## config.mk

```make
export PLATFORM = sky130hd
export DESIGN_NAME = bcd_converter
export DESIGN_NICKNAME = d
export VERILOG_FILES = /design/src/rtl/bcd_converter.sv
export SDC_FILE = /design/constraint.sdc
export NUM_CORES = 1
export LEC_CHECK = 0
export BUFFER_PORTS_ARGS = -buffer_cell sky130_fd_sc_hd__buf_4
export CORE_ASPECT_RATIO = 0.75
export CORE_MARGIN = 2
export CORE_UTILIZATION = 50
export DETAILED_ROUTE_END_ITERATION = 8
export GPL_ROUTABILITY_DRIVEN = 0
export GPL_TIMING_DRIVEN = 0
export PLACE_DENSITY_LB_ADDON = 0.3
export SKIP_CTS_REPAIR_TIMING = 1
export SYNTH_ARGS = -nofsm -noshare
export SYNTH_HDL_FRONTEND = slang
export SYNTH_SLANG_ARGS = --single-unit
```

## constraint.sdc

```tcl
create_clock -name CLOCK_50 -period 1.5 [get_ports CLOCK_50]
set_input_delay 0 -clock CLOCK_50 [delete_from_list [all_inputs] [get_ports CLOCK_50]]
set_output_delay 0 -clock CLOCK_50 [all_outputs]
set_load 0.02 [all_outputs]
```

## src/rtl/bcd_converter.sv

```systemverilog
`default_nettype none
// +----------------------------------------------------------------------------+
// | bcd_converter: sequential shift-and-add-3 binary to BCD, one bit per clock. |
// | Optional feature macro: BCD_AUTO_START_EN. Revision 1.0                     |
// +----------------------------------------------------------------------------+
module bcd_converter #(
  parameter int WIDTH  = 8,
  parameter int DIGITS = 3
) (
  input  logic                  CLOCK_50,
  input  logic                  reset,
  input  logic                  start,
  input  logic [WIDTH-1:0]      bin_in,
  output logic                  busy,
  output logic                  done,
  output logic [4*DIGITS-1:0]   bcd_out
);

  localparam int BW = 4 * DIGITS;
  localparam int CW = $clog2(WIDTH + 1);
  localparam longint unsigned C_MAX_BIN   = (64'd1 << WIDTH) - 64'd1;
  localparam longint unsigned C_DEC_RANGE = 64'd10 ** DIGITS;

  if (C_DEC_RANGE <= C_MAX_BIN) begin : g_digits_check
    $error("bcd_converter: DIGITS too small for WIDTH");
  end

  typedef enum logic [1:0] {
    S_IDLE  = 2'd0,
    S_SHIFT = 2'd1,
    S_DONE  = 2'd2
  } state_t;

  state_t            state_q, state_d;
  logic [WIDTH-1:0]  shift_q, shift_d;
  logic [BW-1:0]     scratch_q, scratch_d;
  logic [CW-1:0]     cnt_q, cnt_d;
  logic              busy_q, busy_d;
  logic              done_q, done_d;
  logic [BW-1:0]     bcd_q, bcd_d;
  logic [BW-1:0]     scratch_adj;
  logic [BW-1:0]     scratch_shifted;
  logic              accept;

`ifdef BCD_AUTO_START_EN
  logic [WIDTH-1:0]  last_bin_q, last_bin_d;
  logic              unused_start;
  assign unused_start = start;
  assign accept = (state_q != S_SHIFT) && (bin_in != last_bin_q);
`else
  assign accept = (state_q != S_SHIFT) && start;
`endif

  always_comb begin
    scratch_adj = scratch_q;
    for (int k = 0; k < DIGITS; k++) begin
      if (scratch_q[4*k +: 4] >= 4'd5) begin
        scratch_adj[4*k +: 4] = scratch_q[4*k +: 4] + 4'd3;
      end
    end
  end

  assign scratch_shifted = {scratch_adj[BW-2:0], shift_q[WIDTH-1]};

  always_comb begin
    state_d   = state_q;
    shift_d   = shift_q;
    scratch_d = scratch_q;
    cnt_d     = cnt_q;
    busy_d    = 1'b0;
    done_d    = 1'b0;
    bcd_d     = bcd_q;
`ifdef BCD_AUTO_START_EN
    last_bin_d = last_bin_q;
`endif
    case (state_q)
      S_SHIFT: begin
        scratch_d = scratch_shifted;
        shift_d   = {shift_q[WIDTH-2:0], 1'b0};
        cnt_d     = cnt_q - CW'(1);
        busy_d    = 1'b1;
        // Publish on the final shift so done and the result share a cycle.
        if (cnt_q == CW'(1)) begin
          state_d = S_DONE;
          busy_d  = 1'b0;
          done_d  = 1'b1;
          bcd_d   = scratch_shifted;
        end
      end
      default: begin
        if (accept) begin
          state_d   = S_SHIFT;
          shift_d   = bin_in;
          scratch_d = '0;
          cnt_d     = CW'(WIDTH);
          busy_d    = 1'b1;
`ifdef BCD_AUTO_START_EN
          last_bin_d = bin_in;
`endif
        end else begin
          state_d = S_IDLE;
        end
      end
    endcase
  end

  always_ff @(posedge CLOCK_50) begin
    if (reset) begin
      state_q   <= S_IDLE;
      shift_q   <= '0;
      scratch_q <= '0;
      cnt_q     <= '0;
      busy_q    <= 1'b0;
      done_q    <= 1'b0;
      bcd_q     <= '0;
`ifdef BCD_AUTO_START_EN
      last_bin_q <= '0;
`endif
    end else begin
      state_q   <= state_d;
      shift_q   <= shift_d;
      scratch_q <= scratch_d;
      cnt_q     <= cnt_d;
      busy_q    <= busy_d;
      done_q    <= done_d;
      bcd_q     <= bcd_d;
`ifdef BCD_AUTO_START_EN
      last_bin_q <= last_bin_d;
`endif
    end
  end

  assign busy    = busy_q;
  assign done    = done_q;
  assign bcd_out = bcd_q;

endmodule
`default_nettype wire
```

-- Word level (Yosys, flattened, before mapping)
Cells that the tools add are included.
- bits in registers: 40
- input port bits: 11
- word-level logic and storage cells: 41
- add/subtract/negate cells: 4
- $lt $le $gt $ge: 3
- equal/unequal tests: 4
- mux-type cells: 16
- bitwise gates (word level): 1
- reduce and logical (&&, ||, !) cells: 5
- operator list (cell ; count):
    2-to-1 mux 12 bit ; 2
    2-to-1 mux 4 bit ; 4
    2-to-1 mux 8 bit ; 2
    greater-or-equal comparator 4 x 3 -> 1 bit, second input constant ; 3
    adder 4 x 2 -> 4 bit, second input constant ; 2
    2-to-1 mux 1 bit ; 5
    == test 4 x 1 -> 1 bit, second input constant ; 1
    2-to-1 mux 2 bit ; 2
    OR reduction 2 bit ; 2
    subtractor 4 x 1 -> 4 bit, second input constant ; 1
    adder 3 x 2 -> 3 bit, second input constant ; 1
    2-to-1 mux 3 bit ; 1
    == test 2 x 1 -> 1 bit, second input constant ; 1
    inequality test 2 x 1 -> 1 bit, second input constant ; 1
    inequality test 2 bit, second input constant ; 1
    AND reduction 2 bit ; 1
    nonzero test 2 bit ; 1
    logical AND 1 bit ; 1
    inverter 1 bit ; 1

-- Logic depth before layout (Yosys ltp)
Gate-level depths: netlist (run 1).
- depth in word-level cells: 4
- depth in mapped cells: 6
- mapped depth without buffers: 6

-- Least setup slack after synthesis (run 1)
Ideal clock, no wire load.
- path type: register -> register
- start: register scratch_q[4]
- end: register scratch_q[6]
- arrival time: 1362 ps
- data required time: 1425 ps
- setup slack: 63 ps
- stages on the path, launching flop included: 7
- buffers on the path: 0
- clock period less this slack: 1437 ps
- path through: dfxtp_1 inv_1 ha_1 nand2b_1 a21oi_1 mux2_2 o22ai_1
- longest elaborated chain between the ends: 3
- elaborated cells on any way between the ends: 4
- ends and longest elaborated chain (item ; line ; source):
    start: declaration ; 36 ; logic [BW-1:0] scratch_q, scratch_d;
    start signal: assignment ; 122 ; scratch_q <= scratch_d;
    adder 4 x 2 -> 4 bit or greater-or-equal comparator 4 x 3 -> 1 bit (tied branches) ; 58, 57 ;
    2-to-1 mux 4 bit * ; 57 ; if (scratch_q[4*k +: 4] >= 4'd5) begin
    2-to-1 mux 12 bit * ; 76 ; case (state_q)
Every way passes the cells marked *; elsewhere a longest branch is shown, timed or not.
A chain may end at the register's enable or synchronous reset.

-- Final worst setup path (run 1)
- start: register scratch_q[5]
- end: register scratch_q[6]
The elaborated chain is that of the path after synthesis.

==> summary.txt, run 1 <==
Outcome
  – Status: complete, but fails checks
  – Failing checks: negative hold slack

Route
  – Routed len/inst: 13.9 um
  – Post-route DRC: 0
  – Final WL: between 3 and 4 mm
  – Vias per cell: 5.46
  – Pre-Repair DR Iteration Count: 4
  – Initial DRC count: 53
  – Final antenna-violating net count: 0
  – Vias post-DR: 1474

Placement
  – IO buf count: 22
  – Post-detail-place hpwl: 2.49 mm
  – Place WS: -0.0713 ns

Worst setup path
  – Reg-to-reg critical path startpoint: scratch_q[5]
  – Crit. Startpoint: scratch_q[5]
  – R2r endpoint: scratch_q[6]
  – Startpoint Class: flip-flop
  – Crit Path Category: reg -> reg
  – Worst R2R Path Depth: 6
  – CP cell instances: inv_2 -> ha_1 -> nand2b_1 -> a21oi_2 -> mux2_4 -> o22ai_1
  – Crit end category: flip-flop
  – CP max-delay cell: dfxtp_2
  – CP required: 1.72 ns
  – CP peak stage delay: 0.35 ns
  – Signal arrival time at the worst endpoint: ~1.7 ns
  – Crit-path max FO: 3
  – Reg2reg setup slack: 0.03 ns

Finish
  – Layout area overhead: 22.5%
  – Layout cell share with drive strength beyond 1: 28.3%
  – Fin nets: 248
  – Final core utilization: 65.2%
  – Final antenna diode count: 0

Global routing
  – Total global-route track usage: 17.9%
  – Total grt overflow: 0
  – Vias in the first global route: 1236
  – First-pass GRT wire length: 5.64 mm
  – Initial antenna violation count: 0
  – Largest net degree at the start of global routing: 12

Clock tree
  – Clk sinks: 40
  – Worst-skew pair later-pin latency: 0.30 ns
  – CTS max path bufs: 2
  – Clock-pin slew on the worst setup and hold paths: 0.08 ns
  – Root buffer cell: clkbuf_8
  – Num CTS Buffers: 5
  – H-Tree Depth: 2
  – CTS tree: done

Pwr
  – P per Cell Area: roughly 950 mW/mm2
  – Internal: 1.57 mW
  – VDD IR max: 0.620 mV
  – Clock Power Share: roughly 36%
  – Reg power frac: between 50% and 60%
  – Sw frac: around a quarter
  – Net Switching: 523 uW
  – Total power: 2.09 mW
  – Lkg Pwr: 0.873 nW
  – Comb pwr share: between 10% and 20%

Timing
  – Worst Tran Pin Value: 0.515 ns
  – Post-route minimum period: 1.47 ns
  – Final period util: 98.0%
  – Total negative slack: 0 ns
  – Clock Skews: 0.00600 ns
  – Final hold vios: 1
  – Final count of negative-setup-slack endpoints: 0
  – Slew headroom: around two thirds
  – Worst Hold Slack: -0.000546 ns
  – Setup WS post-layout: 0.0298 ns
  – Final Max Tran Viols: 0
  – F_max: 0.680 GHz

Logic synthesis
  – Post-synth cell types: 32
  – Cell taking the most area after synthesis: dfxtp_1
  – Commonest cells post-synth: 40 x dfxtp_1, 16 x a21oi_1, 14 x nand2_1
  – Mean Syn Cell Area: 9.02 um2
  – Cells after synthesis: roughly 200
  – Synthesized area: 0.00179 mm2
  – Yosys warns: 0
  – Top cells by area, synth: dfxtp_1 45%, ha_1 5.6%, a21oi_1 4.5%
  – Prevailing post-synth register cell: dfxtp_1
  – Seq/Total Area, Yosys: 44.8%
  – Top-count cell post-synth: dfxtp_1
  – Synthesized flop and latch total: 40
  – Post-synth top area share: between 40 and 50%
  – Syn Nets: 217
  – Post-synth EDFFs: 0
  – Async S/R FF share, synth: 0%

Run
  – Total of max-cap violations: 0

Die
  – Top Ports: 25
  – Initial Utilization: 53.2%
  – Chip width: 73.0 um
  – # rows: 18
  – Die H: 55.8 um
  – CORE AREA: 0.00336 mm2
  – Total die area: 0.00407 mm2

Hold path
  – Hold Path Class: in -> reg
  – WHS Path Cells: 3
  – Hold Startpoint: bin_in[0]
  – Worst hold endpoint: shift_q[0]
==> worst max-delay path, delay by kind of cell, from the launching register on <==
family / cells / cell delay [ns]
flip-flops: 1 / 0.35
multiplexers: 1 / 0.33
AO/OA/AOI/OAI: 2 / 0.31
adder cells (fa/ha/maj): 1 / 0.17
AND/OR/NAND/NOR: 1 / 0.16
buffers and inverters: 1 / 0.06
==> how the worst max path moves through the flow <==
stage | end | slack (ns) | cells past startpoint
5_1_grt | scratch_q[5] | -0.02 | 7
6_report | scratch_q[6] | 0.03 | 6
3_3_place_gp | scratch_q[6] | -0.06 | 6
2_1_floorplan | scratch_q[6] | 0.06 | 6
4_1_cts | scratch_q[6] | -0.1 | 6
3_5_place_dp | scratch_q[6] | -0.07 | 6
==> kinds of logic (layout without fill, tap and decap cells) <==
group / after synthesis / count (layout) / share of synthesized area [%]
AOI/OAI and AO/OA: 52 / 52 / 18.3
xor gates and xnor gates: 3 / 3 / 1.47
muxes: 11 / 11 / 6.37
DFF: 40 / 40 / 44.8
buffers and inverters: 23 / 55 / 6.30
adders and majority gates: 8 / 8 / 5.60
and+or+nand+nor: 61 / 61 / 17.1
==> power by group through the flow <==
stage | Combinational (mW) | Clock [mW] | Sequential [mW]
3_5_place_dp | 0.214 | 0 | 1.15
3_3_place_gp | 0.210 | 0 | 1.15
4_1_cts | 0.215 | 0.746 | 1.12
6_report | 0.222 | 0.745 | 1.12
2_1_floorplan | 0.153 | 0 | 1.14
5_1_grt | 0.245 | 0.798 | 1.13
==> layer usage <==
layer	track usage [%]	share of wire [%]	vias to the layer above
met5	0	0	-
met1	25.4	51	679
met3	7.07	4.7	8
li1	-	-	753
met4	4.76	2.0	0
met2	25.1	43	34
==> cell type report <==
type                            instances  area (um2)
Buffer                                 12        71.3
Tap cell                               40        50.0
Inverter                               11        41.3
Fill cell                             301        1170
Clock buffer                            8        90.1
Sequential cell                        40         805
Timing Repair Buffer                   24         180
Multi-Input combinational cell        135         952
==> per-stage QoR <==
step                instances  area (um2)
floorplan                 198        1790
detailed placement        260        2000
CTS                       268        2090
finish                    270        2190
global route              270        2190
global placement          260        2000
==> flip-flops by register name, summed over array words and instances, names as in the netlist <==
register   count
bcd_out       12
busy           1
cnt_q          4
done           1
scratch_q     12
shift_q        8
state_q        2
==> cell usage in the layout (no fill, tap or decap), types with 2 or more instances in the layout <==
| cell type | netlist | layout |
|---|---|---|
| a211oi_1 | 7 | 7 |
| o21ai_0 | 9 | 9 |
| ha_1 | 8 | 5 |
| buf_1 | 2 | 2 |
| nand2_1 | 14 | 14 |
| o21ai_2 | 5 | 5 |
| a21oi_2 | 0 | 2 |
| mux2i_1 | 8 | 8 |
| inv_1 | 11 | 9 |
| xnor2_1 | 3 | 2 |
| o22ai_1 | 8 | 7 |
| buf_6 | 2 | 2 |
| mux2_4 | 0 | 3 |
| inv_2 | 0 | 2 |
| nand3_1 | 13 | 13 |
| a21oi_1 | 16 | 13 |
| clkbuf_1 | 1 | 3 |
| nor3b_1 | 5 | 5 |
| dfxtp_1 | 40 | 37 |
| buf_4 | 1 | 25 |
| ha_4 | 0 | 2 |
| nor2_1 | 13 | 13 |
| o21ai_1 | 4 | 4 |
| dfxtp_2 | 0 | 3 |
| clkbuf_8 | 0 | 6 |
| nor3_1 | 5 | 5 |
| buf_2 | 6 | 6 |
| nand2b_1 | 5 | 4 |
No activity file was read; power rests on OpenSTA's default activity.
==> inputs of run 2 (changes only) <==
Settings changed: CORE_UTILIZATION 50 to 45.
==> run 2 against run 1 <==
The run now ends clean. Routed wire length decreased by 4.0%. Critical path type unchanged. Global-route usage decreased by 0.66 points. Sequential power about the same. Clock power decreased by 15%. Register-to-register slack improved by 0.04 ns. Total power decreased by 5.4%.
==> summary.txt, run 2 (synthesis results as in run 1) <==
Clock tree
  – H-Tree Depth: 2 (unchanged)
  – Root buffer cell: clkbuf_8
  – Clock-pin slew on the worst setup and hold paths: 0.07 ns (about the same)
  – CTS tree: done
  – Worst-skew pair later-pin latency: 0.29 ns (about the same)
  – Clk sinks: 40 (unchanged)
  – CTS max path bufs: 2 (unchanged)
  – Num CTS Buffers: 5 (unchanged)

Placement
  – Post-detail-place hpwl: 2.51 mm (+0.83%)
  – IO buf count: 22 (unchanged)
  – Placed Cells incl. Taps: 272 (+4.6%)

Worst setup path
  – CP required: 1.72 ns (about the same)
  – Crit end category: flip-flop
  – Crit. Startpoint: scratch_q[1]
  – Startpoint Class: flip-flop
  – CP max-delay cell: dfxtp_2
  – CP peak stage delay: 0.35 ns (about the same)
  – CP cell instances: inv_2 -> ha_1 -> nand2b_1 -> a21oi_2 -> mux2_4 -> o21ai_0
  – Signal arrival time at the worst endpoint: 1.65 ns (-0.04 ns)
  – Crit-path max FO: 3 (unchanged)
  – Crit Path Category: reg -> reg
  – Reg-to-reg critical path startpoint: scratch_q[1]
  – Top delay family on crit path: flip-flops
  – CP bufs+invs: 1 (unchanged)

Timing
  – Final period util: 95.4% (-2.6 points)
  – Final Max Tran Viols: 0 (unchanged)
  – Final count of negative-setup-slack endpoints: 0 (unchanged)
  – Total negative slack: 0 ns (unchanged)
  – F_max: 0.699 GHz (+2.8%)
  – Slew headroom: 66.8% (+1.1 points)
  – Final hold vios: 0 (-1)
  – Worst Tran Pin Value: 0.498 ns (-0.0172 ns)
  – Post-route minimum period: 1.43 ns (-0.0394 ns)
  – Clock Skews: 0.00361 ns (-0.00239 ns)

Finish
  – Layout cell share with drive strength beyond 1: 29.5% (+1.3 points)
  – Layout area overhead: 22.1%
  – Fin nets: 248 (unchanged)
  – Most common cell after layout, fill and taps aside: dfxtp_1
  – Finished Layout Cells: 279 (+3.3%)
  – Most frequent cells in the layout: 37 x dfxtp_1, 25 x buf_4, 14 x nand2_1
  – Final antenna diode count: 0 (unchanged)

Global routing
  – Vias in the first global route: 1269 (+2.7%)
  – Initial antenna violation count: 0 (unchanged)
  – First-pass GRT wire length: 6.02 mm (+6.7%)
  – Total global-route track usage: 17.3% (-0.66 points)
  – Total grt overflow: 0 (unchanged)
  – Largest net degree at the start of global routing: 11 (-1)

Run
  – Total of max-cap violations: 0 (unchanged)

Pwr
  – Lkg Pwr: 0.860 nW (-1.4%)
  – VDD IR max: 0.733 mV (+18%)
  – P per Cell Area: 906 mW/mm2 (-5.0%)

Die
  – # rows: 19 (+1)
  – Die H: 58.6 um (+5.0%)
  – Chip width: 76.8 um (+5.1%)
  – Total die area: 0.00450 mm2 (+10%)
  – Initial Utilization: 47.9% (-5.4 points)
  – CORE AREA: 0.00373 mm2 (+11%)
  – Top Ports: 25 (unchanged)

Outcome
  – Status: finished, final reports clean

Route
  – Routed len/inst: 12.9 um (-7.1%)
  – Post-route DRC: 0 (unchanged)
  – Final WL: 3.60 mm (-4.0%)
  – Final antenna-violating net count: 0 (unchanged)
  – Initial DRC count: 64 (+21%)
  – Vias post-DR: 1427 (-3.2%)
  – Pre-Repair DR Iteration Count: 4 (unchanged)
  – Vias per cell: 5.11 (-6.3%)

Hold path
  – Hold Startpoint: bin_in[0]
  – Hold Path Class: in -> reg
run 2: final cells by class:
type                       instances  area [um2]
sequential                        40         805
timing repair buffer              24         180
multi-input combinational        135         950
fill                             357        1550
clock buffer                       5        68.8
inverter                          11        41.3
tap                               52        65.1
buffer                            12        71.3
run 2: final timing paths:
path,cells past startpoint,end,slack [ns]
setup / recovery,6,bcd_out[2],0.07
setup reg to reg,6,bcd_out[2],0.07
hold / removal,3,shift_q[0],0.02
hold reg to reg,2,bcd_out[8],0.45
run 2: metal layers:
| layer | part of all wire, % | track usage, % | vias up | wire length (um) |
|---|---|---|---|---|
| met5 | 0 | 0 | - | 0 |
| met3 | 4.2 | 4.60 | 8 | 151 |
| li1 | - | - | 747 | - |
| met2 | 41 | 23.6 | 23 | 1490 |
| met4 | 1.8 | 7.79 | 0 | 63 |
| met1 | 53 | 25.3 | 649 | 1890 |
run 2: metrics by stage:
stage,setup slack (ns),power [mW],hold WS [ns],cell area (um2),util (%)
floorplan,0.0625,1.30,0.195,1790,-
global placement,-0.0549,1.36,0.300,2020,54.0
detailed placement,-0.0723,1.36,0.322,2020,54.0
CTS,-0.0915,1.99,0.0229,2090,55.9
global route,-0.00499,2.06,0.0791,2180,58.4
finish,0.0692,1.98,0.0175,2180,58.4
run 2: worst register-to-register path, cell delays in order (launching register included):
cell and delay [ns]:
dfxtp_2 0.35, inv_2 0.06, ha_1 0.17, nand2b_1 0.16
a21oi_2 0.17, mux2_4 0.32, o21ai_0 0.13
run 2: report_power, final:
part | internal, mW | total [mW] | switching, mW
combinational | 0.0905 | 0.218 | 0.127
sequential | 1.10 | 1.12 | 0.0253
clock | 0.300 | 0.634 | 0.334
==> inputs of run 3 (changes only) <==
Settings changed: SETUP_SLACK_MARGIN set to 0.5.
==> run 3 against run 2 <==
Non-clock buffer count is 21 higher. Global-route usage rose by 0.60 points. Largest power group unchanged. Design area up 30%. Critical endpoint is now bcd_out[6].
==> summary.txt, run 3 (synthesis results as in run 1) <==
Outcome
  – Status: finished, final reports clean

Hold path
  – Hold Path Class: in -> reg
  – WHS Path Cells: 3 (unchanged)
  – Worst hold endpoint: shift_q[0]
  – Hold Startpoint: bin_in[0]

Timing
  – Worst Hold Slack: 0.0132 ns (-0.00424 ns)
  – Worst Tran Pin Value: 0.660 ns (+0.162 ns)
  – Unrepaired setup endpoints after global routing: true
  – F_max: 0.725 GHz (+3.8%)
  – Final Max Tran Viols: 0 (unchanged)
  – Slew headroom: 56.0% (-11 points)
  – Post-route minimum period: 1.38 ns (-0.0521 ns)
  – Final hold vios: 0 (unchanged)
  – Clock Skews: 0.00815 ns (+0.00455 ns)
  – Setup WS post-layout: 0.121 ns (+0.0521 ns)
  – Final count of negative-setup-slack endpoints: 0 (unchanged)
  – Total negative slack: 0 ns (unchanged)
  – Final period util: 91.9% (-3.5 points)

Clock tree
  – Clk sinks: 40 (unchanged)
  – CTS tree: done
  – CTS max path bufs: 2 (unchanged)
  – Num CTS Buffers: 5 (unchanged)
  – Clock-pin slew on the worst setup and hold paths: 0.08 ns (about the same)
  – Worst-skew pair later-pin latency: 0.31 ns (+0.02 ns)
  – H-Tree Depth: 2 (unchanged)
  – Root buffer cell: clkbuf_8

Global routing
  – First-pass GRT wire length: 6.22 mm (+3.2%)
  – Largest net degree at the start of global routing: 12 (+1)
  – Total global-route track usage: 17.9% (+0.60 points)
  – Vias in the first global route: 1299 (+2.4%)
  – Initial antenna violation count: 0 (unchanged)
  – Total grt overflow: 0 (unchanged)

Worst setup path
  – CP required: 1.74 ns (+0.02 ns)
  – Crit end category: flip-flop
  – Worst R2R Path Depth: 6 (unchanged)
  – Startpoint Class: flip-flop
  – R2r endpoint: bcd_out[6]
  – Reg2reg setup slack: 0.12 ns (+0.05 ns)
  – Crit Path Category: reg -> reg
  – Signal arrival time at the worst endpoint: 1.62 ns (-0.03 ns)
  – Crit-path max FO: 3 (unchanged)
  – Reg-to-reg critical path startpoint: scratch_q[5]

Route
  – Final WL: 5.03 mm (+40%)
  – Post-route DRC: 0 (unchanged)
  – Vias per cell: 5.36 (+4.8%)
  – Vias post-DR: 1624 (+14%)
  – Routed len/inst: 16.6 um (+29%)
  – Final antenna-violating net count: 0 (unchanged)
  – Initial DRC count: 99 (+55%)
  – Pre-Repair DR Iteration Count: 4 (unchanged)

Pwr
  – Lkg Pwr: 1.09 nW (+27%)
  – Sw frac: 27.4% (+2.7 points)
  – Internal: 1.68 mW (+13%)
  – Total power: 2.32 mW (+17%)
  – Comb pwr share: 18.1% (+7.1 points)
  – Net Switching: 634 uW (+30%)
  – VDD IR max: 0.577 mV (-21%)
  – P per Cell Area: 817 mW/mm2 (-9.8%)
  – Clock Power Share: 33.0% (+0.9 points)
  – Reg power frac: 48.9% (-8.0 points)

Finish
  – Fill count: 262 (-27%)
  – Layout area overhead: 58.7%
  – Finished Layout Cells: 303 (+8.6%)
  – Fin nets: 269 (+8.5%)
  – Most common cell after layout, fill and taps aside: buf_4
  – Storage cell area: 826 um2 (+2.6%)
  – Final antenna diode count: 0 (unchanged)
  – Layout cell share with drive strength beyond 1: 57.4% (+28 points)
  – Area occupied by multi-input gates: 0.00124 mm2 (+31%)
  – Most frequent cells in the layout: 33 x buf_4, 28 x dfxtp_1, 12 x nand3_1, 12 x nand2_1

Die
  – CORE AREA: 0.00373 mm2 (unchanged)
  – # rows: 19 (unchanged)
  – Total die area: 0.00450 mm2 (unchanged)
  – Die H: 58.6 um (unchanged)
  – Top Ports: 25 (unchanged)
  – Initial Utilization: 47.9% (unchanged)
  – Chip width: 76.8 um (unchanged)

Placement
  – Post-detail-place hpwl: 2.63 mm (+4.8%)
  – Placed Cells incl. Taps: 272 (unchanged)
  – Place WS: 0.146 ns (+0.218 ns)
  – IO buf count: 22 (unchanged)

Run
  – Total of max-cap violations: 0 (unchanged)
==> run 3: changes by cell type in the layout (fill, tap and decap cells not counted), moves of 5 or more <==
cell	before	now
a211oi_1	7	0
ha_4	3	8
dfxtp_1	37	28
o21ai_0	9	2
dfxtp_2	3	8
inv_4	0	6
nor2_1	12	5
buf_6	2	9
buf_4	25	33
ha_1	5	0
a211oi_2	0	7
==> run 3: layout make-up <==
class | count | share of cell area [%]
multi-input combinational | 135 | 43.8
sequential | 40 | 29.1
timing repair buffer | 45 | 15.4
buffer | 12 | 4.19
clock buffer | 8 | 3.18
tap | 52 | 2.29
inverter | 11 | 1.99
==> run 3: metal layers <==
metal | up-vias | share of wire (%) | global-route usage [%]
li1 | 795 | - | -
met5 | - | 0 | 0
met1 | 785 | 44 | 24.7
met4 | 0 | 2.7 | 9.35
met2 | 34 | 49 | 26.1
met3 | 10 | 4.3 | 4.45
==> run 3: power groups by stage <==
stage | combinational (mW) | sequential (mW) | clock (mW)
6_report | 0.420 | 1.13 | 0.764
5_1_grt | 0.447 | 1.14 | 0.823
4_1_cts | 0.234 | 1.13 | 0.761
3_5_place_dp | 0.233 | 1.15 | 0
3_3_place_gp | 0.230 | 1.15 | 0
2_1_floorplan | 0.173 | 1.15 | 0
==> run 3: how the worst max path moves through the flow <==
stage / start / to / slack [ns] / depth (start not counted)
after global placement: scratch_q[9] / scratch_q[10] / 0.17 / 6
after global routing: scratch_q[2] / scratch_q[4] / 0.06 / 4
after CTS: scratch_q[5] / scratch_q[6] / 0.13 / 6
after detailed placement: scratch_q[5] / scratch_q[6] / 0.15 / 6
after floorplan: scratch_q[1] / bcd_out[2] / 0.22 / 6
final: scratch_q[5] / bcd_out[6] / 0.12 / 6
==> run 3: through the flow <==
stage / instance area (um2) / utilization (%)
floorplan: 1980 / -
global placement: 2210 / 59.1
detailed placement: 2210 / 59.1
CTS: 2300 / 61.5
global route: 2840 / 76.0
finish: 2840 / 76.0
==> run 3: worst max-delay path: stages, from the launching register on <==
cell and delay (ns):
dfxtp_4 0.37, inv_4 0.05, ha_4 0.14, nand2b_4 0.14, a21oi_4 0.16, mux2_4 0.33
o21ai_2 0.12
